**src/rtl/tiny_bnn_pkg.sv**
```systemverilog
// Shared sizes and parameter-chain layout helpers for the tiny binary neural network.
package tiny_bnn_pkg;
  localparam int N       = 8;
  localparam int TW      = 4;
  localparam int FIELD   = N + TW;
  localparam int PLEN    = 2 * N * FIELD;
  localparam int L1_BASE = N * FIELD;

  // Bit offset of neuron j's 12-bit field inside the chain (layer 1 sits above layer 2).
  function automatic int field_lsb(input bit is_l1, input int j);
    return (is_l1 ? L1_BASE : 0) + j * FIELD;
  endfunction
endpackage

```
**src/rtl/tiny_bnn_if.sv**
```systemverilog
// Pin-level bundle between the TinyTapeout wrapper and the network core.
interface tiny_bnn_if;
  logic       setup;
  logic       param_in;
  logic       x_bank_hi;
  logic [3:0] x_nib;
  logic [7:0] y;

  modport master (output setup, output param_in, output x_bank_hi, output x_nib, input y);
  modport slave  (input setup, input param_in, input x_bank_hi, input x_nib, output y);
endinterface

```
**src/rtl/tiny_bnn_neuron.sv**
```systemverilog
// Binary neuron: fires when the number of input bits matching the weights reaches the threshold.
module bnn_neuron
  import tiny_bnn_pkg::*;
(
  input  logic [N-1:0]  i_in,
  input  logic [N-1:0]  i_w,
  input  logic [TW-1:0] i_t,
  output logic          o_fire
);
  logic [N-1:0]  w_match;
  logic [TW-1:0] w_cnt;

  assign w_match = ~(i_in ^ i_w);

  always_comb begin
    w_cnt = '0;
    for (int i = 0; i < N; i++) w_cnt = w_cnt + {{(TW-1){1'b0}}, w_match[i]};
  end

  assign o_fire = (w_cnt >= i_t);
endmodule

```
**src/rtl/tiny_bnn.sv**
```systemverilog
// Two-layer 8x8x8 binary network: serial parameter chain, nibble-loaded input, registered output.
module tiny_bnn
  import tiny_bnn_pkg::*;
(
  input  logic      clk,
  input  logic      rst,
  tiny_bnn_if.slave bus
);
  logic [PLEN-1:0] r_p;
  logic [N-1:0]    r_x;
  logic [N-1:0]    r_y;
  logic [N-1:0]    w_h;
  logic [N-1:0]    w_o;

  for (genvar j = 0; j < N; j++) begin : g_neuron
    localparam int L1_LSB = field_lsb(1'b1, j);
    localparam int L2_LSB = field_lsb(1'b0, j);

    bnn_neuron u_l1 (
      .i_in   (r_x),
      .i_w    (r_p[L1_LSB +: N]),
      .i_t    (r_p[L1_LSB + N +: TW]),
      .o_fire (w_h[j])
    );

    bnn_neuron u_l2 (
      .i_in   (w_h),
      .i_w    (r_p[L2_LSB +: N]),
      .i_t    (r_p[L2_LSB + N +: TW]),
      .o_fire (w_o[j])
    );
  end

  // Output samples the network from the pre-edge input register, so a nibble shows up one edge later.
  always_ff @(posedge clk or posedge rst) begin
    if (rst) begin
      r_p <= '0;
      r_x <= '0;
      r_y <= '0;
    end else if (bus.setup) begin
      r_p <= {r_p[PLEN-2:0], bus.param_in};
    end else begin
      if (bus.x_bank_hi) r_x[7:4] <= bus.x_nib;
      else               r_x[3:0] <= bus.x_nib;
      r_y <= w_o;
    end
  end

  assign bus.y = r_y;
endmodule

```
**src/flat_wrapper.sv**
```systemverilog
// flat-port wrapper written by rule: the top's interface ports become plain ports
module tiny_bnn_flat import tiny_bnn_pkg::*;
  (clk, rst, bus_setup, bus_param_in, bus_x_bank_hi, bus_x_nib, bus_y);
  tiny_bnn_if bus_i ();
  input  logic clk;
  input  logic rst;
  input wire logic [$bits(bus_i.setup)-1:0] bus_setup;
  input wire logic [$bits(bus_i.param_in)-1:0] bus_param_in;
  input wire logic [$bits(bus_i.x_bank_hi)-1:0] bus_x_bank_hi;
  input wire logic [$bits(bus_i.x_nib)-1:0] bus_x_nib;
  output wire logic [$bits(bus_i.y)-1:0] bus_y;
  assign bus_i.setup = bus_setup;
  assign bus_i.param_in = bus_param_in;
  assign bus_i.x_bank_hi = bus_x_bank_hi;
  assign bus_i.x_nib = bus_x_nib;
  assign bus_y = bus_i.y;
  tiny_bnn u_core (.clk(clk), .rst(rst), .bus(bus_i));
endmodule
```
**config.mk**
```make
export PLATFORM = sky130hd
export DESIGN_NAME = tiny_bnn_flat
export DESIGN_NICKNAME = d
export VERILOG_FILES = /design/src/rtl/tiny_bnn_pkg.sv /design/src/rtl/tiny_bnn_if.sv /design/src/rtl/tiny_bnn_neuron.sv /design/src/rtl/tiny_bnn.sv /design/src/flat_wrapper.sv
export SDC_FILE = /design/constraint.sdc
export NUM_CORES = 1
export LEC_CHECK = 0
export CAP_MARGIN = 20
export CORE_ASPECT_RATIO = 0.7
export CORE_UTILIZATION = 64
export CTS_CLUSTER_DIAMETER = 30
export DETAILED_ROUTE_END_ITERATION = 16
export GPL_TIMING_DRIVEN = 0
export PLACE_DENSITY = 0.81
export SKIP_CTS_REPAIR_TIMING = 1
export SYNTH_ARGS = -nofsm -noshare
export SYNTH_HDL_FRONTEND = slang
export SYNTH_HIERARCHICAL = 1
export SYNTH_SLANG_ARGS = --single-unit
```
**constraint.sdc**
```tcl
create_clock -name clk -period 8.53 [get_ports clk]
set_input_delay 2.1325 -clock clk [delete_from_list [all_inputs] [get_ports clk]]
set_output_delay 2.1325 -clock clk [all_outputs]
set_load 0.03 [all_outputs]
```
==> results_dict.tcl, run 1 <==
set metrics [dict create \
    status "completed" \
    synth.largest_area_cell "dfrtp_1" \
    synth_top_area_frac 0.403 \
    worstHoldPathType "flop to flop" \
    fin_skew_ns 0.0285 \
    crit_fanout 9 \
    netlist_area_mm2 0.0129 \
    grt_overflow_total 0 \
    final_util 0.750 \
    holdWs_ns 0.499 \
    clock_latency_ns 0.53 \
    worstSetupEndpointType "flop" \
    drv_cap 0 \
    dieArea_mm2 0.0208 \
    crit_type "flop to flop" \
    cts-htree-levels 2 \
    routedWlPerCell_um 16.9 \
    top_usage_layer "met1" \
    synth_commonest_cells "dfrtp_1, mux2_2, inv_1, ha_1, xnor2_1" \
    path_clk_slew_ns 0.05 \
    grt_use_met2 0.358 \
    cp.required_ns 8.93 \
    yosysSeqAreaShare 0.403 \
    drive_above_1_share 0.308 \
    ant_nets 0 \
    start_util 0.652 \
    grtUsageMet1 0.363 \
    setup_slack_ns 0.511 \
    rsz0062_at_grt "no" \
    nets 1235 \
    synth-async-reset-ratio 1.00 \
    core-area_mm2 0.0198 \
    io_buffers 16 \
    cts_made_buffers 38 \
    die_y_um 121 \
    crit_arrival_ns 8.42 \
    fmax_mhz 125 \
    dp_slack_ns 0.491 \
    synth_flop_cell "dfrtp_1" \
    cts_tree "yes" \
    fin_crit_ns 8.02 \
    diodes 0 \
    first_pass_iters 4 \
    cts.path.max_buffers 3 \
    design.portCount 17 \
    grt_first_pass_wirelength_um 38800 \
    drc 0 \
    syn-num-nets 1170 \
    grt_util_met3 0.0489 \
    slew-limit-headroom 0.516 \
    cp-start-kind "flop" \
    drt-vias-per-instance 5.38 \
    ys_warn_count 6 \
    clkSinkCount 208 \
    grt_start_max_net_pins 109 \
    cts_root_buf "clkbuf_16" \
    gp_congestion 0.767 \
    setup_violations 0 \
    synth_cell_type_count 15 \
    area_growth_pct 14.9 \
    finalNonFillerCells 1348 \
    num_rows 43 \
    syn_inst 985 \
    hold_viol 0 \
    dp_hpwl_um 15700 \
    ys_ff_latch 208 \
    avgSynthCellArea_um2 13.1 \
    synth-edff-count 0 \
    worst_slew_pin_slew_ns 0.726 \
    synth.area.top_cells "dfrtp_1, mux2_2, ha_1" \
    drtIter0Drc 274 \
    min_period_over_period 0.940 \
    gr-usage-all-layers 0.242 \
    grt_pass1_vias 7683 \
    vias 7257 \
    dp_cells 1280 \
    slew_viol_final 0 \
    antenna_found_initial 0 \
    die_x_um 172 \
    wl_um 22800 \
]
==> final cells by class <==
type,count,area (um^2)
buffer,22,248
clock buffer,42,996
clock inverter,26,275
fill,1309,4950
inverter,113,432
multi-input combinational,642,7080
sequential,208,5200
tap,270,338
timing repair buffer,25,274
==> through the flow <==
| step | area [um^2] | setup TNS (ns) |
|---|---|---|
| floorplan | 12900 | 0 |
| global placement | 13400 | -410.76 |
| detailed placement | 13600 | 0 |
| CTS | 14800 | 0 |
| global route | 14800 | 0 |
| finish | 14800 | 0 |
==> flip-flops by register name, summed over array words and instances, names as in the netlist <==
| register | flops |
|---|---|
| u_core/r_x | 8 |
| u_core/r_p | 192 |
| u_core/bus.y | 8 |
==> cells by family after synthesis <==
| kind of cell | after synthesis | synth area share |
|---|---|---|
| AND/OR/NAND/NOR | 82 | 0.0335 |
| AO/OA/AOI/OAI | 32 | 0.0248 |
| adder cells (fa/ha/maj) | 176 | 0.208 |
| flip-flops | 208 | 0.403 |
| buffers and inverters | 135 | 0.0520 |
| XOR/XNOR | 144 | 0.0976 |
| multiplexers | 208 | 0.181 |
==> final timing paths <==
kind | from | endpoint | slack, ns | cells past startpoint
max in group asynchronous | rst | u_core/bus.y[2]$_DFFE_PP0N_ | 5.46 | 3
worst max register to register | u_core/r_x[0]$_DFFE_PP0P_ | u_core/bus.y[1]$_DFFE_PP0N_ | 0.51 | 26
worst min-delay path | u_core/bus.y[5]$_DFFE_PP0N_ | u_core/bus.y[5]$_DFFE_PP0N_ | 0.50 | 1
worst min register to register | u_core/bus.y[5]$_DFFE_PP0N_ | u_core/bus.y[5]$_DFFE_PP0N_ | 0.50 | 1
min in group asynchronous | rst | u_core/r_p[179]$_DFFE_PP0P_ | 2.12 | 2
worst max-delay path | u_core/r_x[0]$_DFFE_PP0P_ | u_core/bus.y[1]$_DFFE_PP0N_ | 0.51 | 26
==> cell usage in the layout, fill, tap and decap left out, types with 16 or more instances in the layout <==
master / instances
nand2b_1: 16
inv_1: 112
xor2_1: 48
a21oi_1: 16
clkdlybuf4s50_1: 16
a2111oi_2: 16
xnor2_1: 96
dfrtp_1: 208
nor3_1: 24
nor2_1: 17
ha_1: 112
fa_1: 64
buf_6: 29
clkbuf_16: 38
nor2b_1: 16
mux2_2: 208
==> layer usage <==
metal / wire length (um) / vias up
met5: 0 / -
met4: 359 / 0
met2: 10100 / 81
met1: 11600 / 3682
met3: 787 / 35
li1: - / 3459
==> critical path, cell delays in order, from the launching register on <==
cell and delay (ns):
dfrtp_1 0.71, xnor2_1 0.17, fa_1 0.55, inv_1 0.05
fa_1 0.54, inv_1 0.06, fa_1 0.49, ha_1 0.25
fa_1 0.39, xor2_1 0.17, ha_1 0.29, nor3_1 0.06
nor3_2 0.41, buf_4 0.30, xnor2_1 0.10, fa_1 0.48
inv_1 0.05, fa_1 0.54, inv_1 0.06, fa_1 0.48
ha_1 0.24, fa_1 0.38, xor2_1 0.18, ha_1 0.22
a2111oi_2 0.36, nor3_1 0.10, mux2_2 0.26
Power of run 1 is not shown: default switching activity piles up to over one toggle a cycle in this logic, so the estimate is an artifact.
==> run 2, diff against run 1 <==
CORE_ASPECT_RATIO = default   (was 0.7)
==> run 2 against run 1 <==
Core utilization rose by 1.4 points. Largest cell class unchanged. Cell area rose by 1.1%. Clock-buffer cell count rose by 17. Global-route usage rose by 0.60 points. Via count rose by 1.6%. Final cell count rose by 0.30%. Critical path depth did not move. Sequential share of layout area fell by 0.40 points. First-iteration DRC count fell by 35%. Register-to-register slack improved by 0.07 ns. Fmax rose by 0.87%.
==> results_dict.tcl, run 2 (same netlist as run 1, synthesis figures left out) <==
set metrics [dict create \
    multi_input_area_mm2 0.00708 \
    worstSetupStartpoint "u_core/r_x[0]$_DFFE_PP0P_" \
    crit_arrival_ns 8.34 \
    setup_slack_ns 0.580 \
    worstHoldPathType "flop to flop" \
    layout_common_cells "mux2_2, dfrtp_1, inv_1, ha_1, xnor2_1" \
    crit_type "flop to flop" \
    cp.required_ns 8.92 \
    drt-vias-per-instance 5.45 \
    die_x_um 144 \
    grt_first_pass_wirelength_um 39300 \
    cts_root_buf "clkbuf_16" \
    design.portCount 17 \
    dp_slack_ns 0.465 \
    area_growth_pct 16.3 \
    cts_tree "yes" \
    vias 7372 \
    io_buffers 16 \
    slew-limit-headroom 0.521 \
    holdWs_ns 0.507 \
    dieArea_mm2 0.0208 \
    cp-start-kind "flop" \
    routedWlPerCell_um 17.4 \
    grt_overflow_total 0 \
    core-area_mm2 0.0197 \
    seqCellArea_mm2 0.00520 \
    drv_cap 0 \
    nets 1241 \
    worstReg2RegStart "u_core/r_x[0]$_DFFE_PP0P_" \
    min_period_over_period 0.932 \
    grt_pass1_vias 8023 \
    largest_reg_flops 192 \
    fin_crit_ns 7.95 \
    r2r_slack_ns 0.58 \
    status "completed" \
    cts_made_buffers 44 \
    start_util 0.657 \
    first_pass_iters 4 \
    drtIter0Drc 177 \
    drive_above_1_share 0.308 \
    fin_skew_ns 0.0170 \
    drc 0 \
    clkSinkCount 208 \
    diodes 0 \
    die_y_um 144 \
    ant_nets 0 \
    slew_viol_final 0 \
    dp_hpwl_um 15300 \
    gr-usage-all-layers 0.248 \
    hp-start "u_core/bus.y[3]$_DFFE_PP0N_" \
    antenna_found_initial 0 \
    hold_viol 0 \
    reg2regPathDepth 26 \
    worst_slew_pin_slew_ns 0.719 \
    max_flop_register "u_core/r_p" \
    min_path_cells 1 \
    wl_um 23500 \
    cts-htree-levels 2 \
    gp_congestion 0.728 \
    path_clk_slew_ns 0.05 \
    clock_latency_ns 0.51 \
    worstSetupEndpointType "flop" \
    rsz0062_at_grt "no" \
    fmax_mhz 126 \
    grt_start_max_net_pins 116 \
    num_rows 51 \
    cts.path.max_buffers 3 \
    setup_violations 0 \
    fillCellCount 1271 \
    crit_fanout 9 \
]
## run 2: cell types whose count changed in the layout (fill, tap and decap cells not counted), sizes merged
cell | previous run | this run
inv | 122 | 115
clkbuf | 42 | 59
clkinv | 11 | 10
## run 2: path summary, 6_finish.rpt
kind,endpoint
worst max-delay path,u_core/bus.y[0]$_DFFE_PP0N_
worst min-delay path,u_core/bus.y[3]$_DFFE_PP0N_
worst max register to register,u_core/bus.y[0]$_DFFE_PP0N_
worst min register to register,u_core/bus.y[3]$_DFFE_PP0N_
max in group asynchronous,u_core/r_p[61]$_DFFE_PP0P_
min in group asynchronous,u_core/r_p[105]$_DFFE_PP0P_
## run 2: layer usage
layer / global-route usage / share of wire / vias up
li1: - / - / 3454
met4: 0.0946 / 0.026 / 0
met1: 0.313 / 0.43 / 3761
met3: 0.0457 / 0.035 / 54
met5: 0 / 0 / -
met2: 0.424 / 0.50 / 103
## run 2: metrics by stage
step | std cells | cell area, um^2 | util | TNS (ns)
6_report | 1352 | 15000 | 0.764 | 0
5_1_grt | 1352 | 15000 | 0.764 | 0
4_1_cts | 1352 | 15000 | 0.764 | 0
3_5_place_dp | 1275 | 13600 | 0.691 | 0
3_3_place_gp | 1266 | 13400 | 0.682 | -389.98
2_1_floorplan | 985 | 12900 | - | 0
## run 2: critical path, stage by stage (launching register included)
cell and delay (ns):
dfrtp_1 0.78, xnor2_1 0.18, fa_1 0.56, inv_1 0.05, fa_1 0.53, inv_1 0.05
fa_1 0.47, ha_1 0.24, fa_1 0.38, xor2_1 0.18, ha_1 0.20, a2111oi_2 0.39
nor3_2 0.15, buf_6 0.19, xnor2_1 0.14, fa_1 0.49, inv_1 0.06, fa_1 0.53
inv_1 0.06, fa_1 0.48, ha_1 0.25, fa_1 0.38, xor2_1 0.17, ha_1 0.21
a2111oi_2 0.33, nor3_1 0.11, mux2_2 0.26
## run 2: final cells by class
cell class,instances,area share
clock inverter,18,0.0130
inverter,113,0.0287
multi-input combinational,642,0.471
sequential,208,0.347
buffer,22,0.0165
tap,265,0.0221
clock buffer,59,0.0832
timing repair buffer,25,0.0185
Power of run 2 is left out for the same reason.
